$ cat config.mk
export PLATFORM = sky130hd
export DESIGN_NAME = stage_reg_elastic
export DESIGN_NICKNAME = d
export VERILOG_FILES = /design/src/rtl/stage_reg_elastic.sv
export SDC_FILE = /design/constraint.sdc
export NUM_CORES = 1
export LEC_CHECK = 0
export CAP_MARGIN = 20
export CORE_MARGIN = 2
export CORE_UTILIZATION = 44
export CTS_BUF_LIST = sky130_fd_sc_hd__clkbuf_16
export CTS_CLUSTER_SIZE = 16
export DETAILED_ROUTE_END_ITERATION = 10
export PLACE_DENSITY = 0.72
export SLEW_MARGIN = 20
export SYNTH_ARGS = -nofsm -noshare
export SYNTH_HDL_FRONTEND = slang
export SYNTH_SLANG_ARGS = --single-unit
$ cat constraint.sdc
create_clock -name clk -period 2.2 [get_ports clk]
set_input_delay 0.22 -clock clk [delete_from_list [all_inputs] [get_ports clk]]
set_output_delay 0.22 -clock clk [all_outputs]
set_load 0.01 [all_outputs]
$ cat src/rtl/stage_reg_elastic.sv
// stage_reg_elastic
//   Elastic pipeline stage register with a valid/ready handshake. It carries
//   a WIDTH-bit payload between two core stages. With SKID=1 a two-entry skid
//   buffer is used, so inReady is a registered state bit. With SKID=0 a single
//   register is used, and its inReady looks at outReady combinationally.
//   flush squashes every held beat to a bubble. stallCount is a saturating
//   performance counter of back-pressured edges.
//
//   All state updates happen on the falling edge of clk, rst included.
//
// Ports
//   clk        clock (falling-edge active)
//   rst        synchronous active-high reset
//   inValid    upstream beat present
//   inReady    stage can accept a beat this cycle
//   inData     upstream payload
//   flush      synchronous kill of all held beats
//   outValid   downstream beat present
//   outReady   downstream consumes the beat this cycle
//   outData    payload; BUBBLE whenever outValid=0
//   stallCount saturating count of edges with outValid=1 and outReady=0
module stage_reg_elastic #(
    parameter int               WIDTH  = 32,
    parameter logic [WIDTH-1:0] BUBBLE = {WIDTH{1'b0}},
    parameter bit               SKID   = 1'b1,
    parameter int               CNTW   = 16
) (
    input  logic             clk,
    input  logic             rst,
    input  logic             inValid,
    output logic             inReady,
    input  logic [WIDTH-1:0] inData,
    input  logic             flush,
    output logic             outValid,
    input  logic             outReady,
    output logic [WIDTH-1:0] outData,
    output logic [CNTW-1:0]  stallCount
);

    // The encoding is {mainValid, skidValid}. Each bit of the state is then
    // directly a flop. This keeps inReady registered in skid mode.
    typedef enum logic [1:0] {
        EMPTY = 2'b00,
        ONE   = 2'b10,
        TWO   = 2'b11
    } state_t;

    state_t           state_q, state_n;
    logic [WIDTH-1:0] main_q, skid_q;
    logic             accept, consume;
    logic             load_main, load_skid, main_from_skid;
    logic             main_valid, skid_valid;

    assign accept  = inValid & inReady;
    assign consume = outValid & outReady;

    // State register and datapath
    always_ff @(negedge clk) begin
        if (rst) begin
            state_q    <= EMPTY;
            main_q     <= BUBBLE;
            skid_q     <= BUBBLE;
            stallCount <= '0;
        end else begin
            state_q <= state_n;
            if (flush) begin
                main_q <= BUBBLE;
                skid_q <= BUBBLE;
            end else begin
                if (load_main)
                    main_q <= inData;
                else if (main_from_skid)
                    main_q <= skid_q;
                if (load_skid)
                    skid_q <= inData;
            end
            // Counts on the flush edge too; the pre-edge outValid is used.
            if (outValid && !outReady && stallCount != {CNTW{1'b1}})
                stallCount <= stallCount + CNTW'(1);
        end
    end

    // Next-state logic
    always_comb begin
        state_n        = state_q;
        load_main      = 1'b0;
        load_skid      = 1'b0;
        main_from_skid = 1'b0;
        if (SKID) begin
            case (state_q)
                EMPTY: begin
                    if (accept) begin
                        state_n   = ONE;
                        load_main = 1'b1;
                    end
                end
                ONE: begin
                    if (accept && consume) begin
                        load_main = 1'b1;
                    end else if (accept) begin
                        // Downstream is stalled: park the new beat in the skid slot.
                        state_n   = TWO;
                        load_skid = 1'b1;
                    end else if (consume) begin
                        state_n = EMPTY;
                    end
                end
                TWO: begin
                    // inReady is low here, so only a drain is possible.
                    if (consume) begin
                        state_n        = ONE;
                        main_from_skid = 1'b1;
                    end
                end
                default: state_n = EMPTY;
            endcase
        end else begin
            case (state_q)
                EMPTY: begin
                    if (accept) begin
                        state_n   = ONE;
                        load_main = 1'b1;
                    end
                end
                ONE: begin
                    if (accept)
                        load_main = 1'b1;
                    else if (consume)
                        state_n = EMPTY;
                end
                default: state_n = EMPTY;
            endcase
        end
        // Flush beats any transfer on the same edge. The payload registers
        // are reloaded with BUBBLE in the sequential block.
        if (flush)
            state_n = EMPTY;
    end

    // Output decode
    always_comb begin
        main_valid = state_q[1];
        skid_valid = state_q[0];
        outValid   = main_valid;
        outData    = main_valid ? main_q : BUBBLE;
        if (SKID)
            inReady = !skid_valid;
        else
            inReady = !main_valid | outReady;
    end

endmodule

---- After elaboration in Yosys (flattened, before gate mapping) ----
Cells that the tools add are included.
storage, ports and cells
  register bits ........................... 82
  input bits .............................. 37
  output and inout bits ................... 50
  logic and storage cells ................. 39
cells by class
  add/subtract/negate cells ............... 1
  equality and inequality tests ........... 7
  muxes and demuxes ....................... 16
  bitwise logic cells ..................... 2
  reductions and logical operators ........ 9
operators by type and width
  kind                                                              count
  32-bit 2-to-1 mux                                                 3
  16-bit by 1-bit adder with 16-bit output (second input constant)  1
  16-bit inequality test (second input constant)                    1
  2-bit 2-to-1 mux                                                  5
  1-bit 2-to-1 mux                                                  6
  2-bit inequality test (second input constant)                     3
  2-bit one-hot mux with 3 select lines                             1
  2-bit equality test (second input constant)                       2
  4-bit AND reduction                                               1
  1-bit logical AND                                                 3
  3-bit inequality test (second input constant)                     1
  1-bit AND                                                         2
  1-bit logical NOT                                                 2
  2-bit logical NOT                                                 1
  1-bit one-hot mux with 2 select lines                             1
  2-bit nonzero test                                                1
  2-bit OR reduction                                                1

---- Logic depth before layout (Yosys ltp) ----
  depth in word-level cells ............... 6
  mapped depth ............................ 8
  mapped depth without buffers ............ 6

==> results.ini <==
[timing]
worst_pin_slew_ns=0.527
setup-tns-final_ns=-10.76
maxSlewHeadroom_pct=64.5
setup_viol=35
fin_ws_ns=-0.351
hold_viol=0
fin_hold_ws_ns=0.448
fin_worst_skew_ns=0.0204
drv_slew=0
rsz0062_at_grt=yes

[die]
rows=33
ios=87
initial_core_util_pct=45.6
coreArea_mm2=0.00830
dieWidth_um=96.8
die_area_mm2=0.00937
die_h_um=96.8

[routing]
viasPerCell=5.40
drt_first_pass_iters=5
drc_errors=0
avgRoutedWirePerCell_um=15.5
wirelength_um=12000
drt_iter0_drc=189
via_count=4167
final_antenna_net_count=0

[global_route]
antenna_found_initial=0
grt_overflow=0
grt_pass1_vias=4187
grt_max_degree=39
grt_pass1_wl_um=18500
grt_use_total_pct=23.7

[layout]
drive_above_1_share_pct=31.8
multi_input_area_mm2=0.00223
nets=704
fill_cells=585
final_cells=772
regArea_mm2=0.00166
stdcell_area_mm2=0.00629
n_antenna_cell=0
final_common_cell=inv_1
final_core_util_pct=75.7
final_cell_mix=inv_1, nand2_1, dfxtp_1, buf_4, buf_6
syn_to_final_growth_pct=66.0

[synth]
yosysTopAreaCell=dfxtp_1
yosysWarnings=0
ys_seq_elements=82
synth_nets=488
synthArstFlopShare_pct=0
syn-cell-area_mm2=0.00379
syn_area_per_cell_um2=8.49
ys.flop_type=dfxtp_1
synth_top_area_share_pct=43.3
netlist_top_cells_area=dfxtp_1, mux2i_1, nand2_1
synth_edf_count=0
synthCells=446
yosysSeqAreaShare_pct=43.3
yosysUniqueCellTypes=47

[hold_path]
hp-class=reg -> reg
whs_path_depth=2

[critical_path]
critPathMaxFanout=6
r2r_cells=11
start_kind=register
cp_data_required_time_ns=1.98
arrival_ns=2.33
endpoint_kind=output port
worstSetupPathType=reg -> out

[placement]
dp.cells=656
pre_cts_slack_ns=-0.754
place.gp.congestion=0.912
dpl.hpwl_um=6490
port-buffer-count=86
placed_area_mm2=0.00513

[clocking]
cts_buffers=9
insertion_delay_ns=0.40
htreeDepth=3
cts_sinks=82
cts_tree=built
cts_buffer_depth=2
clkSlewWorstSetupHoldPaths_ns=0.04
ctsRootBufferMaster=clkbuf_16

[outcome]
status=finished, violations left
violations=setup timing

[power]
totalPowerFinal_mw=4.28
vdd_ir_drop_max_mv=0.394
power.density_mw_per_mm2=681
p_leak_nw=3.01

[run]
maxCapViolCount=0

-- routing by layer --
metal | share of wire, % | vias up | GRT usage, %
met5 | 0 | - | 0
li1 | - | 2001 | -
met1 | 40 | 1985 | 26.6
met2 | 52 | 164 | 40.6
met4 | 1.2 | 0 | 10.2
met3 | 6.6 | 17 | 8.31
-- critical path, cell delays in order (launching register included) --
cell and delay, ns:
dfxtp_4 0.43, and2_1 0.18, clkdlybuf4s15_2 0.23
-- synthesized netlist by cell type, types with 2 or more instances --
cell and instances:
dfxtp_1 82, nand2_1 75, a21oi_1 44, mux2i_1 33
nor2_1 33, a211oi_1 32, and2_1 32, clkbuf_1 18
buf_2 9, nand3_1 9, or3_1 8, inv_1 6
o31ai_1 6, ha_1 5, o21ai_1 5, nand4_1 4
nor3_1 4, buf_1 3, nor4_1 3, o21a_1 3
or4_1 3, and4_1 2, o21ai_0 2, o31a_1 2
-- worst paths after layout --
check                                start           to  slack (ns)
worst max-delay path            state_q[1]  outData[29]       -0.35
worst min-delay path             skid_q[3]    skid_q[3]        0.45
worst max register to register  state_q[1]   main_q[16]        0.09
worst min register to register   skid_q[3]    skid_q[3]        0.45
-- where the power goes --
group	total [mW]	leakage [nW]	switching [mW]	internal (mW)
logic	0.499	1.75	0.226	0.273
registers	1.56	0.670	0.0260	1.54
clock network	2.22	0.597	1.03	1.19
-- what timing repair did --
action,CTS,global route
pin swaps,7,11
hold endpoints to repair,0,0
hold buffers,0,0
resized for setup,247,81
setup endpoints to repair,132,60
setup buffers,5,8
cloned,3,4
-- layout make-up --
class | count | area share (%)
Clock buffer | 9 | 3.58
Clock inverter | 89 | 6.37
Inverter | 5 | 0.299
Multi-Input combinational cell | 327 | 35.5
Sequential cell | 82 | 26.3
Tap cell | 105 | 2.09
Timing Repair Buffer | 155 | 25.8
-- flip-flops by register name, indices dropped and copies added, names as in the netlist --
name        flops
stallCount     16
main_q         32
state_q         2
skid_q         32
-- kinds of logic after synthesis --
group	count (synthesis)	share of synthesized area, %
simple gates	186	24.7
compound gates	102	17.1
flops	82	43.3
buf+inv	37	4.16
mux	34	9.02
fa+ha+maj	5	1.65
Note: power is estimated with default switching activity, not from simulation.
